--- config.mk ---
export PLATFORM = sky130hd
export DESIGN_NAME = branch_resolver
export DESIGN_NICKNAME = d
export VERILOG_FILES = /design/src/rtl/branch_resolver_pkg.sv /design/src/rtl/branch_resolver_bht_table.sv /design/src/rtl/branch_resolver.sv
export SDC_FILE = /design/constraint.sdc
export NUM_CORES = 1
export LEC_CHECK = 0
export CAP_MARGIN = 10
export CORE_MARGIN = 2
export CORE_UTILIZATION = 40
export DETAILED_ROUTE_END_ITERATION = 6
export GPL_ROUTABILITY_DRIVEN = 0
export PLACE_DENSITY = 0.69
export SLEW_MARGIN = 25
export SYNTH_ARGS = -nofsm -noshare
export SYNTH_HDL_FRONTEND = slang
export SYNTH_SLANG_ARGS = --single-unit
--- constraint.sdc ---
create_clock -name clk_in -period 4.03 [get_ports clk_in]
set_clock_uncertainty 0.05 [all_clocks]
set_input_delay 0.6045 -clock clk_in [delete_from_list [all_inputs] [get_ports clk_in]]
set_output_delay 0.6045 -clock clk_in [all_outputs]
set_load 0.02 [all_outputs]
--- src/rtl/branch_resolver_pkg.sv ---
// Shared opcode constants, BHT counter encodings and the saturating counter update.
package branch_resolver_pkg;

  localparam logic [6:0] OP_JAL    = 7'b1101111;
  localparam logic [6:0] OP_JALR   = 7'b1100111;
  localparam logic [6:0] OP_B_TYPE = 7'b1100011;

  typedef enum logic [1:0] {
    CntSnt = 2'b00,
    CntWnt = 2'b01,
    CntWt  = 2'b10,
    CntSt  = 2'b11
  } bht_cnt_e;

  function automatic logic [1:0] cnt_update(input logic [1:0] cnt, input logic taken);
    if (taken) begin
      return (cnt == CntSt) ? CntSt : cnt + 2'd1;
    end
    return (cnt == CntSnt) ? CntSnt : cnt - 2'd1;
  endfunction

endpackage

--- src/rtl/branch_resolver_bht_table.sv ---
// 2-bit saturating counter array: one combinational read port, one synchronous update port.
module branch_resolver_bht_table
  import branch_resolver_pkg::*;
#(
  parameter int unsigned IdxW   = 6,
  parameter logic [1:0]  CntRst = 2'b01
) (
  input  logic            clk_i,
  input  logic            rst_i,
  input  logic [IdxW-1:0] rd_idx_i,
  output logic [1:0]      rd_cnt_o,
  input  logic            upd_en_i,
  input  logic [IdxW-1:0] upd_idx_i,
  input  logic            upd_taken_i
);

  localparam int unsigned Entries = 1 << IdxW;

  logic [1:0] cnt_q [Entries];
  logic [1:0] cnt_d [Entries];

  // Read sees the registered array, so a same-cycle update is not visible until next cycle.
  assign rd_cnt_o = cnt_q[rd_idx_i];

  always_comb begin
    cnt_d = cnt_q;
    if (upd_en_i) begin
      cnt_d[upd_idx_i] = cnt_update(cnt_q[upd_idx_i], upd_taken_i);
    end
  end

  always_ff @(posedge clk_i) begin
    if (rst_i) begin
      for (int i = 0; i < Entries; i++) begin
        cnt_q[i] <= CntRst;
      end
    end else begin
      cnt_q <= cnt_d;
    end
  end

endmodule

--- src/rtl/branch_resolver.sv ---
// Resolves execute-stage control flow against the fetch prediction and owns the BHT.
// Optional BRANCH_STATS_EN adds branch / misprediction counters.
module branch_resolver
  import branch_resolver_pkg::*;
#(
  parameter int unsigned BHT_IDX_W = 6,
  parameter logic [1:0]  CNT_RST   = 2'b01
) (
  input  logic        clk_in,
  input  logic        rst_in,
  input  logic        rdy_in,
  input  logic [31:0] query_pc,
  output logic        query_taken,
  input  logic        res_valid,
  input  logic [6:0]  res_op,
  input  logic [31:0] res_pc,
  input  logic        res_taken,
  input  logic [31:0] res_target,
  input  logic [31:0] res_pred_pc,
`ifdef BRANCH_STATS_EN
  output logic [31:0] stat_branch_cnt,
  output logic [31:0] stat_miss_cnt,
`endif
  output logic        flush_out,
  output logic [31:0] redirect_pc_out
);

  logic        flush_q, flush_d;
  logic [31:0] redirect_q, redirect_d;
  logic        accept, is_branch, is_jump, mispredict;
  logic [31:0] pc_plus4, actual_next;
  logic [1:0]  query_cnt;
  logic        unused_query;

  assign unused_query = ^{query_pc[31:BHT_IDX_W+2], query_pc[1:0], query_cnt[0]};

  // flush_q doubles as the wrong-path shadow: the resolve right after a flush is dropped.
  assign accept    = rdy_in & res_valid & ~flush_q;
  assign is_branch = (res_op == OP_B_TYPE);
  assign is_jump   = (res_op == OP_JAL) | (res_op == OP_JALR);
  assign pc_plus4  = res_pc + 32'd4;

  always_comb begin
    actual_next = pc_plus4;
    if (is_jump || (is_branch && res_taken)) begin
      actual_next = res_target;
    end
  end

  assign mispredict = (actual_next != res_pred_pc);

  always_comb begin
    flush_d    = flush_q;
    redirect_d = redirect_q;
    if (rdy_in) begin
      flush_d = accept & mispredict;
      if (accept) begin
        redirect_d = actual_next;
      end
    end
  end

  always_ff @(posedge clk_in) begin
    if (rst_in) begin
      flush_q    <= 1'b0;
      redirect_q <= '0;
    end else begin
      flush_q    <= flush_d;
      redirect_q <= redirect_d;
    end
  end

  assign flush_out       = flush_q;
  assign redirect_pc_out = redirect_q;

  branch_resolver_bht_table #(
    .IdxW   (BHT_IDX_W),
    .CntRst (CNT_RST)
  ) u_bht (
    .clk_i       (clk_in),
    .rst_i       (rst_in),
    .rd_idx_i    (query_pc[BHT_IDX_W+1:2]),
    .rd_cnt_o    (query_cnt),
    .upd_en_i    (accept & is_branch),
    .upd_idx_i   (res_pc[BHT_IDX_W+1:2]),
    .upd_taken_i (res_taken)
  );

  assign query_taken = query_cnt[1];

`ifdef BRANCH_STATS_EN
  logic [31:0] stat_branch_q, stat_branch_d;
  logic [31:0] stat_miss_q, stat_miss_d;

  always_comb begin
    stat_branch_d = stat_branch_q;
    stat_miss_d   = stat_miss_q;
    if (accept && is_branch) begin
      stat_branch_d = stat_branch_q + 32'd1;
    end
    if (accept && mispredict) begin
      stat_miss_d = stat_miss_q + 32'd1;
    end
  end

  always_ff @(posedge clk_in) begin
    if (rst_in) begin
      stat_branch_q <= '0;
      stat_miss_q   <= '0;
    end else begin
      stat_branch_q <= stat_branch_d;
      stat_miss_q   <= stat_miss_d;
    end
  end

  assign stat_branch_cnt = stat_branch_q;
  assign stat_miss_cnt   = stat_miss_q;
`endif

endmodule
* Word level (Yosys, flattened, before mapping)
Cells that the tools add are included.
Storage, ports and cells: input bits 140, flip-flop bits (word level) 161, output and inout port bits 34, word-level logic and storage cells 107
Cells by class: reductions and logical operators 5, add/sub/neg operators 3, bitwise logic cells 8, equal/unequal tests 5, mux-type cells 17, order comparisons 3
Operators with widths (count):
- 128-bit bitwise mux | 1
- 32-bit by 3-bit adder with 32-bit output, second input constant | 1
- 32-bit two-way mux | 1
- 32-bit inequality test | 1
- 2-bit binary-select mux with 6-bit select | 2
- 7-bit == test, second input constant | 3
- 2-bit two-way mux | 10
- 7-bit >= comparator, second input constant | 2
- 6-bit NOT with 7-bit output | 2
- 2-bit demux with 6-bit select | 1
- 7-bit by 1-bit less-than comparator with 1-bit output, second input constant | 1
- 1-bit AND | 4
- 2-bit by 1-bit adder with 2-bit output, second input constant | 1
- 2-bit == test, second input constant | 1
- 1-bit logical AND | 2
- 2-bit logical NOT | 1
- 1-bit two-way mux | 2
- 2-bit AND reduction | 1
- 2-bit by 1-bit subtractor with 2-bit output, second input constant | 1
- 1-bit logical OR | 1
- 1-bit NOT | 1
- 1-bit bitwise OR | 1

* Longest topological paths before layout
Gate-level depths: netlist of run 1.
depth after elaboration 10, depth in mapped cells 13, depth with buffers taken out 9

* Cells and area by module
From an unflattened synthesis of run 1, not the netlist that was laid out.
Unflattened totals: cell total of the unflattened synthesis 1243, area total of the unflattened synthesis 11202.0 um^2
Modules (own cells, without submodules):
- branch_resolver_bht_table | cells an instance 816, times used 1, area an instance 8137.8 um^2, seq. area each 2562.5 um^2
- branch_resolver | cells an instance 427, times used 1, area an instance 3064.2 um^2, seq. area each 660.6 um^2

* Worst setup path before layout of run 1
No wires, ideal clock.
path kind in2out, start in query_pc[2], end out query_taken, arrival 3.085 ns, setup slack 0.290 ns, buffers on the path 2, cell stages on the path 5, data required time 3.375 ns, cell sequence clkbuf_1 -> buf_1 -> mux4_2 -> mux4_2 -> mux4_2
Between the ends: word-level cells in the longest chain between the ends 4
RTL lines:
- start: declaration | RTL line branch_resolver.sv:12 | input logic [31:0] query_pc,
- 6-bit NOT with 7-bit output (implied by the code) | RTL line branch_resolver_bht_table.sv:23 | assign rd_cnt_o = cnt_q[rd_idx_i];
- 2-bit binary-select mux with 6-bit select | RTL line branch_resolver_bht_table.sv:23
- 2-bit two-way mux (implied by the code) (2 in series) | RTL line branch_resolver_bht_table.sv:23
- end: declaration | RTL line branch_resolver.sv:13 | output logic query_taken,
Every way passes these cells. The select of a mux whose other input is x is not followed.

* Worst setup path after layout of run 1
Ends and elaborated chain as after synthesis.

==> results_dict.tcl, run 1 <==
set metrics [dict create \
    p_comb_frac 0.168 \
    synth_ff_type "dfxtp_1" \
    core-area_um2 23330 \
    power_density_nw_per_um2 323.6 \
    grt_usage 0.2499 \
    p_sw_mw 1.095 \
    synthArstFlopShare 0 \
    synth_top_area_frac 0.3405 \
    crit_family "multiplexers" \
    crit_top_cell "mux4_2" \
    rows 56 \
    area_delta_synth_final_pct 26.73 \
    fp.dieW_um 157.8 \
    worstPathMaxFanout 16 \
    timing.final.crit_period_ns 3.874 \
    yosys.cell_types.count 68 \
    finalSetupViolCount 0 \
    slowest_delay_ns 0.54 \
    io_buffers 147 \
    clock-sinks 161 \
    num_antenna_cells 0 \
    drt_iter0_drc 949 \
    synthesis.area_um2 9465 \
    clockBufferDepth 2 \
    hold_buffers 0 \
    post-route-period-util 0.9612 \
    p_clk_frac 0.415 \
    grt_max_degree 86 \
    wl_um 31560 \
    leakagePower_nw 3.889 \
    dieArea_um2 24910 \
    wire_per_inst_um 20.43 \
    synth_top_cells_by_count "nor2_1 (166), dfxtp_1 (161), a211oi_1 (74)" \
    status "complete, no violations" \
    clkLatencyLatePin_ns 0.44 \
    clk_pin_slew_ns 0.07 \
    grt_pass1_vias 8602 \
    fin_nets 1354 \
    setup_tns_ns 0 \
    fmax_mhz 258.2 \
    crit_type "in -> out" \
    synth_area_leaders "dfxtp_1 (34%), mux4_2 (7.4%), nor2_1 (6.6%)" \
    cell_internal_pwr_mw 2.787 \
    grt_first_pass_wirelength_um 47780 \
    die_h_um 157.8 \
    cts_tree "done" \
    crit_slowest_cell "mux4_2" \
    num_vias 9129 \
    cts_buffers 17 \
    hp-class "reg -> reg" \
    cp.required_ns 3.38 \
    ys_seq_area_frac 0.3405 \
    drive_above_1_share 0.1215 \
    hold_viol 0 \
    synth-warning-count 0 \
    grt-ovfl-total 0 \
    dr.pass1.iters 6 \
    avgViaCountPerCell 5.909 \
    ir_worst_vdd_v 0.0002699 \
    cp_cell_sequence "clkdlybuf4s50_1 > buf_12 > mux4_2 > mux4_2 > mux4_2 > dlygate4sd2_1" \
    initial_utilization 0.4057 \
    boundaryPins 174 \
    syn_inst 1081 \
    antenna_found_initial 0 \
    crit_buf_inv 3 \
    crit_arrival_ns 3.22 \
    drc 0 \
    p_sw_frac 0.2820 \
    tightest_slew_ns 1.012 \
    final_max_slew_viol_count 0 \
    dp_worst_setup_slack_ns -0.04590 \
    cap_viol_max_count 0 \
    critPathLaunchType "input port" \
    fin_ws_ns 0.1565 \
    synth_most_common_cell "nor2_1" \
    synth-seq-cells 161 \
    avgSynthCellArea_um2 8.756 \
    post-dp-hpwl_um 22950 \
    cts_max_level 4 \
    synth_area_leader_cell "dfxtp_1" \
    seqPwrFrac 0.416 \
    slew_headroom 0.3240 \
    clockRootBuffer "clkbuf_16" \
    synth_enable_flop_cells 0 \
    end_kind "output pin" \
    synth_nets 1222 \
    ant_nets 0 \
    rsz0062_at_grt "no" \
]
## sequential cells by signal (all words and copies together), names as in the netlist
signal and cells:
u_bht.cnt_q 128, redirect_pc_out 32, flush_out 1
## area by class of cell
cell class	count	area, um^2
Multi-Input combinational cell	824	5813
Fill cell	2148	11340
Clock inverter	13	125.1
Timing Repair Buffer	198	1941
Tap cell	319	399.1
Clock buffer	19	452.9
Inverter	11	41.29
Sequential cell	161	3223
## stage by stage
stage                     instances  instance area [um^2]  power [mW]  utilization  hold WS [ns]
after CTS                      1545                 12000       3.893       0.5141        0.4022
after global routing           1545                 12000       4.010       0.5141        0.4278
after detailed placement       1513                 11420       2.297       0.4894        0.3946
after global placement         1513                 11420       2.297       0.4894        0.3894
final                          1545                 12000       3.881       0.5141        0.4005
after floorplan                1081                  9465       1.983            -        0.3934
## per-layer routing
layer  vias to the layer above  part of all wire  track usage
li1                       4292                 -            -
met1                      4282              0.43       0.3263
met2                       479              0.45       0.4070
met3                        76             0.089      0.05174
met4                         0             0.032      0.09264
met5                         -                 0            0
## kinds of logic (layout without fill, tap and decap cells)
logic type,Yosys count,count (layout),synth area share
mux,61,61,0.1079
buf+inv,96,241,0.04679
simple gates,397,397,0.2026
compound gates,294,294,0.2349
xor+xnor,70,70,0.06477
flops,161,161,0.3405
fa+ha+maj,2,2,0.002511
## timing repair
action                                  4_1_cts  5_1_grt
endpoints found under the setup margin        1        0
setup buffers                                 0        0
gates resized for setup                       1        0
## final timing paths
path / endpoint / slack, ns / from / cells past startpoint
worst max-delay path: query_taken / 0.16 / query_pc[2] / 6
worst min-delay path: redirect_pc_out[23] / 0.40 / redirect_pc_out[23] / 2
worst min register to register: redirect_pc_out[23] / 0.40 / redirect_pc_out[23] / 2
worst max register to register: u_bht.cnt_q[24] / 1.20 / flush_out / 8
## layout by cell type (no fill, tap or decap), drive strengths merged, types with 14 or more instances in the layout
cell type	netlist	final
a211o	56	56
a211oi	74	74
a21oi	51	51
a221oi	14	14
a311oi	14	14
buf	36	54
clkbuf	49	19
clkdlybuf4s50	0	143
dfxtp	161	161
inv	10	14
mux2	18	18
mux4	31	31
nand2	69	69
nand3	17	17
nand4	18	18
nor2	166	166
nor2b	60	60
xnor2	34	34
xor2	36	36
## power by group through the flow
stage / registers [mW] / logic, mW / clock network (mW)
2_1_floorplan: 1.67 / 0.310 / 0
3_3_place_gp: 1.65 / 0.644 / 0
3_5_place_dp: 1.65 / 0.644 / 0
4_1_cts: 1.62 / 0.647 / 1.63
5_1_grt: 1.62 / 0.692 / 1.70
6_report: 1.62 / 0.654 / 1.61
## worst reg2reg max path, delay by kind of cell, from the launching register on
kind,cells,cell delay (ns)
simple gates,6,1.90
flops,1,0.33
compound gates,1,0.27
buf+inv,1,0.18
Note: power is estimated with default switching activity, not from simulation.
==> run 2, diff against run 1 <==
- REMOVE_ABC_BUFFERS: default -> 1
==> run 2 against run 1 <==
The flow now finishes with violations (DRC); clock power grew 2%; sequential power is essentially flat; global-route usage up 0.44 points; sequential cell count is the same; setup slack worse by 0.024 ns; critical path type unchanged; clock-buffer cell count is 1 lower.
==> results_dict.tcl, run 2 (synthesis gave the netlist of run 1 again) <==
set metrics [dict create \
    reg2reg_setup_slack_ns 0.97 \
    grt_usage 0.2543 \
    ant_nets 0 \
    placed_cells 1504 \
    drive_above_1_share 0.1159 \
    critPathLaunchType "input port" \
    cts_buffers 17 \
    final_common_cell "nor2_1" \
    ir_worst_vdd_v 0.0002584 \
    leakagePower_nw 3.857 \
    power_mw 3.897 \
    violations "DRC" \
    rr_startpoint "flush_out" \
    hp-class "reg -> reg" \
    critical_path.endpoint "query_taken" \
    cts_tree "done" \
    cp.required_ns 3.38 \
    cell_internal_pwr_mw 2.769 \
    clockBufferDepth 2 \
    finalSetupViolCount 0 \
    core-area_um2 23330 \
    largest_reg_flops 128 \
    dieArea_um2 24910 \
    slew_headroom 0.3415 \
    grt_first_pass_wirelength_um 48530 \
    p_sw_mw 1.128 \
    whs_ns 0.4046 \
    fin_ws_ns 0.1320 \
    fin_util 0.5096 \
    clockRootBuffer "clkbuf_16" \
    rsz0062_at_grt "no" \
    end_kind "output pin" \
    p_sw_frac 0.2894 \
    post-route-period-util 0.9672 \
    avgViaCountPerCell 6.002 \
    status "complete, but fails checks" \
    worstPathMaxFanout 16 \
    drt_iter0_drc 1107 \
    power_density_nw_per_um2 327.7 \
    grt_pass1_vias 8669 \
    r2r-end "u_bht.cnt_q[118]" \
    wire_per_inst_um 20.86 \
    grt_max_degree 92 \
    clk_pin_slew_ns 0.07 \
    hold_buffers 0 \
    fp.dieW_um 157.8 \
    dp_worst_setup_slack_ns -0.04181 \
    drc 20 \
    cts_max_level 4 \
    seqPwrFrac 0.415 \
    grt-ovfl-total 0 \
    final_max_slew_viol_count 0 \
    tightest_slew_ns 0.9841 \
    cap_viol_max_count 0 \
    wl_um 32040 \
    p_clk_frac 0.423 \
    boundaryPins 174 \
    io_buffers 147 \
    fmax_mhz 256.5 \
    post-dp-hpwl_um 22860 \
    fin_nets 1345 \
    p_comb_frac 0.163 \
    worstSetupStartpoint "query_pc[2]" \
    area_delta_synth_final_pct 25.62 \
    antenna_found_initial 0 \
    dr.pass1.iters 7 \
    final_cell_mix "nor2_1 (166), dfxtp_1 (161), clkdlybuf4s50_1 (142), a211oi_1 (73), nand2_1 (69)" \
    die_h_um 157.8 \
    hold_viol 0 \
    top_register "u_bht.cnt_q" \
    crit_arrival_ns 3.24 \
    stdcell_count 1536 \
    clock-sinks 161 \
    post_cts_resized 1 \
    timing.final.crit_period_ns 3.898 \
    r2r_cells 7 \
    initial_utilization 0.4057 \
    crit_type "in -> out" \
    num_vias 9219 \
    postCtsSetupRepairBufs 0 \
    clkLatencyLatePin_ns 0.45 \
    rows 56 \
    num_antenna_cells 0 \
]
-- run 2: metal layers --
| layer | part of all wire | wire, um | up-vias | global-route usage |
|---|---|---|---|---|
| li1 | - | - | 4268 | - |
| met1 | 0.41 | 13260 | 4295 | 0.3303 |
| met2 | 0.43 | 13910 | 545 | 0.3998 |
| met3 | 0.11 | 3576 | 111 | 0.06898 |
| met4 | 0.040 | 1283 | 0 | 0.1030 |
| met5 | 0 | 0 | - | 0 |
-- run 2: worst min path at each step --
stage                     slack [ns]           startpoint                   to  depth (start not counted)
after floorplan                 0.39       u_bht.cnt_q[0]       u_bht.cnt_q[0]                          2
after global placement          0.39  redirect_pc_out[12]  redirect_pc_out[12]                          2
after detailed placement        0.40  redirect_pc_out[21]  redirect_pc_out[21]                          2
after CTS                       0.40  redirect_pc_out[21]  redirect_pc_out[21]                          2
after global routing            0.43  redirect_pc_out[21]  redirect_pc_out[21]                          2
final                           0.40  redirect_pc_out[21]  redirect_pc_out[21]                          2
-- run 2: power by group through the flow --
stage	logic (mW)	clock network, mW	registers [mW]
final	0.634	1.65	1.62
after global placement	0.622	0	1.65
after global routing	0.672	1.74	1.62
after CTS	0.627	1.67	1.62
after floorplan	0.227	0	1.67
after detailed placement	0.624	0	1.65
-- run 2: critical path: stages --
cell and delay, ns:
clkdlybuf4s50_1 0.51, buf_12 0.19, mux4_2 0.54, mux4_2 0.51, mux4_2 0.54, dlygate4sd2_1 0.35
-- run 2: area by class of cell --
cell class / count / area [um^2]
fill: 2183 / 11440
clock buffer: 18 / 439.2
clock inverter: 14 / 143.9
timing repair buffer: 189 / 1831
tap: 319 / 399.1
sequential: 161 / 3223
multi-input combinational: 824 / 5813
inverter: 11 / 41.29
-- run 2: metrics by stage --
step            TNS, ns  instance area [um^2]
2_1_floorplan         0                  9064
3_3_place_gp   -0.07429                 11310
3_5_place_dp   -0.04181                 11310
4_1_cts               0                 11890
5_1_grt               0                 11890
6_report              0                 11890
==> RTL change 1: new RTL, config.mk and constraints of run 2 <==
The option `BRANCH_STATS_EN` is turned on by a define.
--- a/src/rtl/branch_resolver.sv
+++ b/src/rtl/branch_resolver.sv
@@ -2,2 +2,4 @@
 // Optional BRANCH_STATS_EN adds branch / misprediction counters.
+`define BRANCH_STATS_EN
+
 module branch_resolver
New outputs: stat_branch_cnt and stat_miss_cnt. Function: not settled (the Yosys comparison gave no result); the edit may change what the design does.
==> RTL change 1 against run 2 <==
Sequential cell count is 64 higher; cell area is 37% higher; sequential share of layout area is 0.54 points higher; register-to-register slack worse by 340 ps; worst setup slack worse by 33 ps; synthesized area is 27% higher; critical endpoint unchanged; non-clock buffer count is 148 higher; die area is 26% higher; worst hold slack better by 3.9 ps; total power is 44% higher; synthesized cell count is 32% higher; routed wire length is 21% higher.
==> RTL change 1: results (changes against run 2) <==
- The HPWL reported at the end of detailed placement is 28400 um (+24%).
* Share of cells above drive strength 1: 0.132 (+0.0166)
* Num CTS Buffers: 25 (+8)
- Number of buffers on the longest clock path: 3 (+1)
- The post-CTS setup buffer count came to 0 (unchanged).
- VDD IR max: 0.000304 V (+18%)
- Tightest Hold Check Type: reg -> reg
- u_bht.cnt_q holds more flip-flops than any other register.
- Number of warnings reported in the yosys synthesis log: 0 (unchanged)
- Max-slew headroom at the worst pin: 0.570 (+0.229)
- The post-route non-filler standard cell count came to 2111 (+37%).
- Synth top area cells: dfxtp_1 (38%), o21ai_0 (9.5%), mux4_2 (5.5%), nand3b_1 (4.3%), nand2_1 (4.2%)
- The global-route usage over all layers is 0.238 (-0.0163).
- The number of antenna violations at the first check in global routing is 1 (+1).
- Reported leakage power: 5.68 nW (+47%)
* First-pass iteration count of the detailed router: 6 (-1)
- The count of distinct cell types in the synthesized netlist came to 80 (+18%).
- The async set-reset flop share out of synthesis came to 0 (unchanged).
* Initial DRC count: 1025 (-7.4%)
- The commonest cells after synthesis are o21ai_0 (228), dfxtp_1 (225), nand2_1 (135), nor2_1 (107), a21oi_1 (71).
- The worst-path maximum fanout is 7 (-9).
- Clock network latency to the later pin of the worst-skew pair: 530 ps (+80 ps)
* Largest net degree at the start of global routing: 85 (-7.6%)
* Global-route wire length before repair: 60000 um (+24%)
- The number of vias per cell after detailed routing was 5.74 (-4.4%).
- The post-synthesis instance total is 1428 (+32%).
- Port Buffers: 211 (+44%)
* Worst stage delay on the critical path: 560 ps (+20 ps)
- Number of antenna cells inserted: 0 (unchanged)
* Critical path arrival: 3280 ps (+40 ps)
- Sequential-to-total area share from yosys stat: 0.376 (+0.0355)
- Routed length per instance: 18.4 um (-12%)
- Number of resized instances in the post-cts repair step: 1 (unchanged)
- The final net count came to 1847 (+37%).
- The number of global-route vias before repair came to 11200 (+29%).
- Result of the run: completed
- The slowest stage of the critical path is the clkdlybuf4s50_1 cell.
- After clock tree synthesis, the clock-pin slew on the worst setup and hold paths is around 60 ps.
* Total number of H-tree levels: 1 (-3)
==> RTL change 1: cell types whose count changed after synthesis, sizes merged, moves of 50 or more <==
cell    before  now
a211o       56    2
a211oi      74   24
dfxtp      161  225
nand2       69  135
nand3b       7   69
nor2       166  107
o21ai       12  235
==> RTL change 1: area by class of cell <==
| cell class | instances | area (um^2) |
|---|---|---|
| Sequential cell | 225 | 4500 |
| Tap cell | 390 | 488 |
| Fill cell | 2682 | 13300 |
| Timing Repair Buffer | 337 | 3200 |
| Clock buffer | 32 | 722 |
| Inverter | 28 | 105 |
| Multi-Input combinational cell | 1087 | 7030 |
| Clock inverter | 12 | 240 |
==> RTL change 1: cells by family after synthesis <==
group                      after synthesis  synth area share
and+or+nand+nor                        508             0.226
AOI/OAI and AO/OA                      446             0.224
DFF                                    225             0.376
buffers and inverters                  116            0.0400
xor gates and xnor gates                86            0.0629
muxes                                   43            0.0665
adders and majority gates                4           0.00397
==> RTL change 1: worst paths after layout <==
path,from,endpoint,slack (ps),cells past startpoint
max,query_pc[2],query_taken,100,6
min,redirect_pc_out[6],redirect_pc_out[6],410,2
max reg2reg,stat_miss_cnt[7],stat_miss_cnt[31],630,9
min reg2reg,redirect_pc_out[6],redirect_pc_out[6],410,2
==> RTL change 1: stage by stage <==
stage | hold slack (ps) | util | instance area [um^2] | worst slack [ps]
after floorplan | 397 | - | 11600 | -446
after global placement | 392 | 0.519 | 15300 | -185
after detailed placement | 401 | 0.519 | 15300 | -239
after CTS | 409 | 0.551 | 16300 | 110
after global routing | 433 | 0.551 | 16300 | 68.2
final | 408 | 0.551 | 16300 | 98.5
==> RTL change 1: per-layer routing <==
| layer | wire (um) | up-vias | global-route usage | share of wire |
|---|---|---|---|---|
| li1 | - | 5813 | - | - |
| met1 | 16400 | 5720 | 0.315 | 0.42 |
| met2 | 17900 | 508 | 0.396 | 0.46 |
| met3 | 3530 | 73 | 0.0423 | 0.091 |
| met4 | 1030 | 2 | 0.0682 | 0.026 |
| met5 | 9 | - | 0 | 0.00023 |
==> RTL change 1: critical path: cells and delay by family <==
family / cells / cell delay [ps]
buf+inv: 3 / 1150
mux: 3 / 1520
==> RTL change 1: where the power goes <==
group	switching (W)	internal [W]
combinational	0.000370	0.000323
sequential	0.0000123	0.00224
clock	0.000950	0.00170
total	0.00133	0.00427
==> RTL change 2: new RTL, settings of run 2 <==
Made on the original files. Register the input `res_target` before use, without a reset. The logic sees it one clock later. The other inputs are not delayed to match.
--- a/src/rtl/branch_resolver.sv
+++ b/src/rtl/branch_resolver.sv
@@ -27,2 +27,8 @@
 
+  logic [31:0] res_target_q;
+
+  always_ff @(posedge clk_in) begin
+    res_target_q <= res_target;
+  end
+
   logic        flush_q, flush_d;
@@ -45,3 +51,3 @@
     if (is_jump || (is_branch && res_taken)) begin
-      actual_next = res_target;
+      actual_next = res_target_q;
     end
Check against the original RTL: not equivalent (Yosys sat finds a counterexample within 4 cycles, from zero or initial values and one cycle with rst_in high).
==> RTL change 2 against run 2 <==
Cell count up 1.8%; sequential cell count up 32; sequential power up 21%; fmax up 1.7%; synthesized area up 8.6%; total power up 12%; via count up 3.5%; critical endpoint unchanged; cell area up 8.6%; worst setup slack better by 66 ps; largest power group is now registers; highest routed layer unchanged; largest cell class unchanged; routed wire length up 0.24%; worst hold slack about the same; clock power up 6%.
==> RTL change 2: results (changes against run 2) <==
* Global-route wire length before repair: 49800 um (+2.6%)
* Sequential-to-total area share from yosys stat: 0.376 (+0.0353)
- The count of synthesis-stage warnings from yosys was 0 (unchanged).
- First-pass iteration count of the detailed router: 6 (-1)
- The area occupied by multi-input gates came to 0.00588 mm^2 (+1.1%).
- Initial DRC count: 1018 (-8.0%)
* Reported leakage power: 4.34 nW (+13%)
- The count of distinct cell types in the synthesized netlist was 72 (+5.9%).
- VDD IR max: 0.000267 V (+3.4%)
* Cell area after placement: 0.0123 mm^2 (+8.7%)
- The maximum number of pins on one net before global-route repair is 97 (+5.4%).
* Total half-perimeter wirelength after legalization and detailed placement: 22600 um (-1.1%)
* Share of cells above drive strength 1: 0.137 (+0.0213)
- Fillcell total: 2283 (+4.6%)
- Total number of H-tree levels: 4 (unchanged)
* Initial antenna violation count: 1 (+1)
- The setup slack of the worst register-to-register path came to 1100 ps (+130 ps).
* Worst stage delay on the critical path: 530 ps
- Critical path arrival: 3180 ps (-60 ps)
- The global-route usage over all layers was 0.235 (-0.0195).
* Largest driver fanout on the critical path: 16 (unchanged)
- The total detailed-routing wirelength was 32100 um (+0.24%).
- After synthesis, the cell types taking the most area are dfxtp_1 (38%), a311o_1 (6.3%), a311oi_1 (5.8%), mux4_2 (5.3%), a21oi_1 (5.0%).
- Number of vias per cell after detailed routing: 6.11 (+1.7%)
- The run finished with clean final reports.
- The final net count was 1360 (+1.1%).
* Max-slew headroom at the worst pin: 0.507 (+0.165)
* Root Buffer Master: clkbuf_16
- Via count of the first global-routing pass: 8958 (+3.3%)
- By count the netlist is led by dfxtp_1 (193), a21oi_1 (103), clkbuf_1 (88), nor2_1 (70), a311oi_1 (68).
==> RTL change 2: cell types whose count changed after synthesis, moves of 10 or more <==
| cell | before | now |
|---|---|---|
| a211o_1 | 56 | 2 |
| a211oi_1 | 74 | 23 |
| a21boi_0 | 7 | 64 |
| a21oi_1 | 51 | 103 |
| a311o_1 | 7 | 65 |
| a311oi_1 | 14 | 68 |
| clkbuf_1 | 49 | 88 |
| dfxtp_1 | 161 | 193 |
| nand2_1 | 69 | 51 |
| nor2_1 | 166 | 70 |
| nor2b_1 | 60 | 5 |
| xor2_1 | 36 | 26 |
==> RTL change 2: cells by family (layout without fill, tap and decap cells) <==
family                     after synthesis  after routing  share of synthesized area
buffers and inverters                  133            264                     0.0566
other                                    0              1                          0
adders and majority gates                1              1                    0.00122
muxes                                   56             56                     0.0858
DFF                                    193            193                      0.376
and+or+nand+nor                        233            233                      0.113
AOI/OAI and AO/OA                      416            416                      0.308
xor gates and xnor gates                69             69                     0.0601
==> RTL change 2: metrics by stage <==
step                std cells  hold WS (ps)  setup WS [ps]
floorplan                 981           443           -546
global placement         1530           390          -12.7
detailed placement       1530           397          -7.31
CTS                      1562           408            208
global route             1563           436            131
finish                   1563           405            198
==> RTL change 2: final timing paths <==
kind	start	to	depth (start not counted)
setup / recovery	query_pc[2]	query_taken	6
hold / removal	redirect_pc_out[10]	redirect_pc_out[10]	2
setup reg to reg	flush_out	u_bht.cnt_q[83]	8
hold reg to reg	redirect_pc_out[10]	redirect_pc_out[10]	2
==> RTL change 2: power breakdown <==
part	switching [W]	leakage (nW)	internal [W]	total, W
clock	0.000892	0.300	0.000857	0.00175
sequential	0.0000184	1.57	0.00194	0.00196
combinational	0.000389	2.47	0.000288	0.000676
==> RTL change 2: final cells by class <==
class / instances / area share
Inverter: 13 / 0.00378
Sequential cell: 193 / 0.299
Timing Repair Buffer: 219 / 0.162
Clock inverter: 15 / 0.0150
Clock buffer: 17 / 0.0329
Multi-Input combinational cell: 775 / 0.455
Antenna cell: 1 / 0.000194
Tap cell: 330 / 0.0320
==> RTL change 2: timing repair <==
item	in CTS	in global routing
setup buffers	0	0
setup endpoints to repair	1	0
gates resized for setup	1	0
==> RTL change 2: layer usage <==
| layer | part of all wire | global-route usage | routed length [um] | up-vias |
|---|---|---|---|---|
| met5 | 0 | 0 | 0 | - |
| met4 | 0.022 | 0.0690 | 706 | 0 |
| met3 | 0.072 | 0.0381 | 2310 | 47 |
| met2 | 0.46 | 0.368 | 14600 | 384 |
| met1 | 0.45 | 0.332 | 14500 | 4599 |
| li1 | - | - | - | 4513 |
==> RTL change 2: worst min-delay path, cell delays in order, from the launching register on <==
cell     delay (ps)
dfxtp_1         310
nand2_1          50
a21oi_1          50
